==> src/rtl/simd_cmd_queue.sv <==
// Purpose : command FIFO from the scalar core's vector-control write port to the vector core.
// Latency : push in cycle N is presented (VEC_CMD_VALID) in cycle N+1; same cycle with bypass.
// Backpr. : CORE_BUSY is high while full; a push while full with no pop is dropped and sets OVERFLOW.
//
// Ports:
//   CLK, RESET_N        clock, asynchronous active-low reset
//   CONTROL_DATA/_WR    command word and push request from the scalar core
//   CORE_BUSY           queue full, scalar core must hold CONTROL_WR low
//   FLUSH               synchronous clear of all queued commands (OVERFLOW kept)
//   VEC_CMD_DATA/VALID  head-of-queue command to the vector core
//   VEC_CMD_READY       vector core accepts the head command this cycle
//   VEC_BUSY            vector core is executing a command
//   CMD_COUNT           registered occupancy (0..DEPTH)
//   OVERFLOW            sticky dropped-push flag, cleared only by reset
//   SIMD_IDLE           queue empty and vector core not busy
//
// Build option: define SIMD_CMDQ_BYPASS_EN to present a push into an empty queue
// combinationally in the same cycle (consumed without being stored if accepted).
module simd_cmd_queue #(
  parameter int DATA_WIDTH = 64,
  parameter int DEPTH      = 8,
  parameter int CNT_WIDTH  = $clog2(DEPTH) + 1
) (
  input  logic                  CLK,
  input  logic                  RESET_N,
  input  logic [DATA_WIDTH-1:0] CONTROL_DATA,
  input  logic                  CONTROL_WR,
  output logic                  CORE_BUSY,
  input  logic                  FLUSH,
  output logic [DATA_WIDTH-1:0] VEC_CMD_DATA,
  output logic                  VEC_CMD_VALID,
  input  logic                  VEC_CMD_READY,
  input  logic                  VEC_BUSY,
  output logic [CNT_WIDTH-1:0]  CMD_COUNT,
  output logic                  OVERFLOW,
  output logic                  SIMD_IDLE
);

  localparam int                   PTR_W    = $clog2(DEPTH);
  localparam logic [CNT_WIDTH-1:0] FULL_CNT = CNT_WIDTH'(DEPTH);
  localparam logic [PTR_W-1:0]     PTR_ONE  = PTR_W'(1);
  localparam logic [CNT_WIDTH-1:0] CNT_ONE  = CNT_WIDTH'(1);

  // Storage is deliberately not reset; only the pointers and count define validity.
  logic [DATA_WIDTH-1:0] mem_q [DEPTH];

  logic [PTR_W-1:0]     wptr_q, wptr_d;
  logic [PTR_W-1:0]     rptr_q, rptr_d;
  logic [CNT_WIDTH-1:0] count_q, count_d;
  logic                 ovf_q, ovf_d;

  logic empty;
  logic full;
  logic bypass_vld;   // an incoming push is being shown on the output this cycle
  logic pop;          // handshake completes this cycle
  logic mem_pop;      // handshake consumes a stored entry
  logic push;         // incoming command is accepted (stored or bypassed)
  logic store;        // accepted command is written into the buffer

  assign empty = (count_q == '0);
  assign full  = (count_q == FULL_CNT);

`ifdef SIMD_CMDQ_BYPASS_EN
  assign bypass_vld   = CONTROL_WR & empty & ~FLUSH;
  assign VEC_CMD_DATA = empty ? CONTROL_DATA : mem_q[rptr_q];
`else
  assign bypass_vld   = 1'b0;
  assign VEC_CMD_DATA = mem_q[rptr_q];
`endif

  assign VEC_CMD_VALID = ~empty | bypass_vld;
  assign CORE_BUSY     = full;
  assign SIMD_IDLE     = empty & ~VEC_BUSY;
  assign CMD_COUNT     = count_q;
  assign OVERFLOW      = ovf_q;

  // FLUSH wins over both sides of the handshake.
  assign pop     = VEC_CMD_VALID & VEC_CMD_READY & ~FLUSH;
  assign mem_pop = pop & ~empty;

  // A full queue can still take a push when the head leaves in the same cycle.
  assign push  = CONTROL_WR & ~FLUSH & (~full | pop);

  // A bypassed command that is accepted immediately never touches the buffer.
  assign store = push & ~(bypass_vld & VEC_CMD_READY);

  always_comb begin
    wptr_d  = wptr_q;
    rptr_d  = rptr_q;
    count_d = count_q;
    ovf_d   = ovf_q;

    if (CONTROL_WR && !FLUSH && full && !pop) begin
      ovf_d = 1'b1;
    end

    if (FLUSH) begin
      wptr_d  = '0;
      rptr_d  = '0;
      count_d = '0;
    end else begin
      if (store) begin
        wptr_d = wptr_q + PTR_ONE;   // power-of-two depth: wraps naturally
      end
      if (mem_pop) begin
        rptr_d = rptr_q + PTR_ONE;
      end
      case ({store, mem_pop})
        2'b10:   count_d = count_q + CNT_ONE;
        2'b01:   count_d = count_q - CNT_ONE;
        default: count_d = count_q;
      endcase
    end
  end

  always_ff @(posedge CLK or negedge RESET_N) begin
    if (!RESET_N) begin
      wptr_q  <= '0;
      rptr_q  <= '0;
      count_q <= '0;
      ovf_q   <= 1'b0;
    end else begin
      wptr_q  <= wptr_d;
      rptr_q  <= rptr_d;
      count_q <= count_d;
      ovf_q   <= ovf_d;
    end
  end

  always_ff @(posedge CLK) begin
    if (store) begin
      mem_q[wptr_q] <= CONTROL_DATA;
    end
  end

endmodule

==> config.mk <==
export PLATFORM = sky130hd
export DESIGN_NAME = simd_cmd_queue
export DESIGN_NICKNAME = d
export VERILOG_FILES = /design/src/rtl/simd_cmd_queue.sv
export SDC_FILE = /design/constraint.sdc
export NUM_CORES = 1
export LEC_CHECK = 0
export ABC_AREA = 1
export CORE_UTILIZATION = 55
export CTS_BUF_LIST = sky130_fd_sc_hd__clkbuf_8 sky130_fd_sc_hd__clkbuf_16
export CTS_CLUSTER_SIZE = 30
export DETAILED_ROUTE_END_ITERATION = 8
export GPL_TIMING_DRIVEN = 1
export PLACE_DENSITY_LB_ADDON = 0.12
export SYNTH_ARGS = -nofsm -noshare
export SYNTH_HDL_FRONTEND = slang
export SYNTH_SLANG_ARGS = --single-unit
==> constraint.sdc <==
create_clock -name CLK -period 9.61 [get_ports CLK]
set_clock_uncertainty 0.05 [all_clocks]
set_input_delay 2.4025 -clock CLK [delete_from_list [all_inputs] [get_ports CLK]]
set_output_delay 2.4025 -clock CLK [all_outputs]
set_load 0.02 [all_outputs]
* After elaboration in Yosys (flattened, before gate mapping)
Memories as Yosys holds them, arrays and structs flattened. Index checks and enable logic that the tools add are counted.
Word-level totals: bits in registers 11, RAM bits 512, output and inout bits 72, memories kept 1
Memories:
- mem_q | depth 8, width 64, rd ports 1, clocked after Yosys merged registers in 0, write ports 1, RTL line 45 | logic [DATA_WIDTH-1:0] mem_q [DEPTH];
Operators by class: $add $sub $neg 4, equal/unequal tests 3, muxes and demuxes 8, bitwise operators 11, reductions and logical operators 9
Operators by type and width (number):
- 3-bit two-way mux | 4
- 4-bit case mux with 2 select lines | 1
- 3-bit by 1-bit adder with 3-bit output, second input constant | 2
- 1-bit bitwise AND | 6
- 4-bit by 1-bit adder with 4-bit output, second input constant | 1
- 4-bit == test, second input constant | 1
- 4-bit zero test | 1
- 4-bit two-way mux | 1
- 1-bit inverter | 4
- 2-bit nonzero test | 2
- 4-bit by 1-bit subtractor with 4-bit output, second input constant | 1
- 1-bit logical AND | 3
- 3-bit nonzero test | 1
- 2-bit by 1-bit == test with 1-bit output, second input constant | 1
- 2-bit == test, second input constant | 1
- 1-bit zero test | 2
- 1-bit two-way mux | 2
- 1-bit OR | 1

* Logic depth before layout (Yosys ltp)
depth in word-level cells 9, gate-level depth with buffers 12, depth with buffers taken out 12

* Least setup slack after synthesis
No wires, ideal clock.
path kind input-to-reg, start input port VEC_CMD_READY, end memory mem_q[0][0] (enable), arrival 5740 ps, data required time 9074 ps, slack 3334 ps, stages on the path 7, buffers on the path 0, cell sequence a21boi_1 -> nand2_1 -> nand2_1 -> nand2_1 -> inv_1 -> nand2_1 -> nor2_1
On the way: longest elaborated chain between the ends 6
Ends and longest elaborated chain:
- from (decl) | RTL line 32 | input logic VEC_CMD_READY,
- 1-bit bitwise AND (2 in a row) | RTL line 78 | assign pop = VEC_CMD_VALID & VEC_CMD_READY & ~FLUSH;
- 1-bit OR | RTL line 82 | assign push = CONTROL_WR & ~FLUSH & (~full | pop);
- 1-bit bitwise AND | RTL line 82
- 1-bit two-way mux | RTL line 131 | if (store) begin
- 1-bit two-way mux (implied by the code) | RTL line 132 | mem_q[wptr_q] <= CONTROL_DATA;
- to (decl) | RTL line 45
Every way passes these cells.

* Final worst setup path
start register rptr_q[1], end output port VEC_CMD_DATA[51]
On the way: longest elaborated chain between the ends 1
Ends and longest elaborated chain:
- from (decl) | RTL line 48 | logic [PTR_W-1:0] rptr_q, rptr_d;
- from (signal assigned) | RTL line 124 | rptr_q <= rptr_d;
- memory 8 x 64 bit
- to (decl) | RTL line 30 | output logic [DATA_WIDTH-1:0] VEC_CMD_DATA,
Every way passes these cells.

==> results.py <==
metrics = {
    "detailed_routing": {
        "drc": 0,
        "viasPerCell": 5.714,
        "wl_microns": 42800,
        "dr.pass1.iters": 5,
        "routed.top_layer": "met4",
        "vias": 12410,
        "drt-wirelength-per-cell_microns": 19.70,
        "ant_nets": 0,
        "drt_iter0_markers": 814,
        "routed-wl-met3_microns": 2413,
        "wl_met2_microns": 20780,
        "met1_length_microns": 18590,
    },
    "cells_and_area": {
        "fin_area_sq_mm": 0.02378,
        "layout_common_cells": "512 x edfxtp_1, 458 x nor2_1, 191 x o21ai_0",
        "drive_gt1_share_pct": 6.283,
        "layout_commonest_cell": "edfxtp_1",
        "nNetsFinal": 1734,
        "area_delta_synth_final_pct": 16.48,
    },
    "floorplan": {
        "start_util_pct": 55.77,
        "die_w_microns": 194.7,
        "num_rows": 70,
        "core_area_sq_mm": 0.03661,
        "fp.dieH_microns": 194.7,
        "io-pin-count": 142,
        "dieArea_sq_mm": 0.03790,
    },
    "worst_setup_path": {
        "cp.depth": 7,
        "r2r_start": "CMD_COUNT[0]",
        "cp-endpoint": "VEC_CMD_DATA[51]",
        "worstPathRequired_ns": 7.16,
        "arrival_ns": 4.26,
        "startpoint_type": "flip-flop",
        "r2r_setup_slack_ns": 6.14,
        "r2r_end": "mem_q[6][20]",
        "path_max_fanout": 67,
        "end_kind": "primary output",
        "reg2reg_depth": 9,
        "crit_type": "flip-flop to primary output",
        "worstPathCellList": "inv_4 -> buf_4 -> o21ai_1 -> o22ai_1 -> nor2_1 -> a31oi_1 -> clkdlybuf4s50_1",
        "path_buf_inv": 3,
        "critical_path.slowest_cell": "dfrtp_4",
        "cpPeakStageDelay_ns": 0.78,
        "crit_family": "buffers and inverters",
        "crit_path_start": "rptr_q[1]",
    },
    "timing": {
        "rsz0062_at_grt": "false",
        "fin_setup_tns_ns": 0,
        "max_slew.worst_pin.slew_ns": 1.130,
        "timing.final.max_slew_violations": 0,
        "max_freq_mhz": 149.1,
        "period_share_pct": 69.80,
        "maxSlewHeadroom_pct": 24.48,
        "setup_viol": 0,
        "hold_viol": 0,
        "finalCriticalPeriod_ns": 6.708,
    },
    "placement": {
        "gp_congestion": 0.7543,
        "dp_hpwl_microns": 21280,
        "io_buffers": 141,
        "place_area_sq_mm": 0.02206,
    },
    "clock_network": {
        "cts_setup_buffers": 0,
        "cts_buffer_depth": 3,
        "cts_sinks": 523,
        "cts-buffers-inserted": 52,
        "clk_latency_ns": 0.57,
        "cts-root-buf": "clkbuf_16",
        "hold_buffers": 0,
        "clk_pin_slew_ns": 0.06,
        "cts_tree": "done",
        "htree_levels": 2,
        "cts_resized": 0,
    },
    "yosys": {
        "postSynthCellCount": 1546,
        "synth_fp_nets": 1620,
        "ys_seq_elements": 523,
        "seq_area_frac_synth_pct": 76.65,
        "yosys_warnings": 0,
        "synth_area_sq_mm": 0.02042,
        "ys_types": 26,
        "avgSynthCellArea_sq_um": 13.21,
    },
    "pwr": {
        "static-leakage-power_nw": 7.923,
        "power_density_mw_per_mm2": 243.8,
        "max-vdd-ir-drop_v": 0.0001725,
    },
    "global_routing": {
        "grt_use_total_pct": 22.90,
        "antenna_found_initial": 1,
        "grt_pass1_wl_microns": 67290,
        "grt_max_degree": 106,
        "grt-ovfl-total": 0,
        "first_global_vias": 12190,
    },
    "worst_hold_path": {
        "worstHoldStart": "OVERFLOW",
        "hold_path_class": "flip-flop to flip-flop",
    },
    "flow_run": {
        "drv_cap": 0,
    },
    "run_status": {
        "outcome": "finished, final reports clean",
    },
}
[per-layer routing]
layer,vias to the layer above,GRT usage [%]
met3,74,3.679
met5,-,0
met2,332,38.09
li1,5888,-
met4,0,7.290
met1,6116,31.14
[cells in the mapped netlist]
master,instances,area [sq um]
edfxtp_1,512,15370
nor2_1,466,1749
o21ai_0,191,955.9
o21ai_1,71,355.3
a31oi_1,64,400.4
o22ai_1,64,400.4
clkbuf_1,44,165.2
nand2_1,30,112.6
buf_2,17,85.08
inv_1,16,60.06
buf_6,14,157.7
buf_4,11,82.58
dfrtp_1,11,275.3
buf_1,8,30.03
nand3_1,6,30.03
a21oi_1,5,25.02
ha_1,4,50.05
buf_8,2,30.03
clkbuf_2,2,10.01
inv_2,2,7.510
a21boi_1,1,7.510
a31o_2,1,8.760
nand4_4,1,21.27
o21a_1,1,7.510
o21bai_1,1,7.510
xor2_1,1,8.760
[power by group]
part           internal [W]  switching (W)
clock               0.00119       0.000830
combinational      0.000438       0.000718
sequential          0.00255      0.0000644
total               0.00419        0.00161
[flip-flops by register name (all words and copies together), names as in the netlist]
name and count:
wptr_q 3, mem_q 512, CMD_COUNT 4, rptr_q 3
OVERFLOW 1
[worst min path at each step]
| stage | to | slack [ns] | depth (start not counted) |
|---|---|---|---|
| floorplan | wptr_q[0] | 0.50 | 2 |
| global placement | OVERFLOW | 0.43 | 1 |
| detailed placement | OVERFLOW | 0.41 | 1 |
| CTS | OVERFLOW | 0.43 | 1 |
| global route | OVERFLOW | 0.45 | 1 |
| finish | OVERFLOW | 0.43 | 1 |
[stage by stage]
step / setup WS (ns) / hold slack [ns] / power [W] / util [%] / cells
finish: 2.902 / 0.4272 / 0.005798 / 64.97 / 2172
global route: 2.652 / 0.4484 / 0.006026 / 64.97 / 2172
CTS: 2.841 / 0.4281 / 0.005839 / 64.96 / 2171
detailed placement: 3.466 / 0.4134 / 0.003826 / 60.26 / 2074
global placement: 3.435 / 0.4268 / 0.003814 / 60.26 / 2074
floorplan: 3.334 / 0.5000 / 0.003417 / - / 1546
[layout make-up]
cell class / count / area, sq um
Multi-Input combinational cell: 907 / 4200
Tap cell: 468 / 585.6
Fill cell: 2709 / 12830
Timing Repair Buffer: 158 / 1539
Antenna cell: 1 / 2.502
Clock buffer: 54 / 1340
Clock inverter: 43 / 381.6
Inverter: 18 / 77.57
Sequential cell: 523 / 15660
[logic make-up (layout without fill, tap and decap cells)]
group,count (synthesis),count (layout),share of synthesized area (%)
simple gates,503,503,9.369
compound gates,399,399,10.62
buf+inv,116,273,3.076
xor+xnor,1,1,0.04290
fa+ha+maj,4,4,0.2451
other cells,0,1,0
flops,523,523,76.65
(Power assumes the default switching activity.)
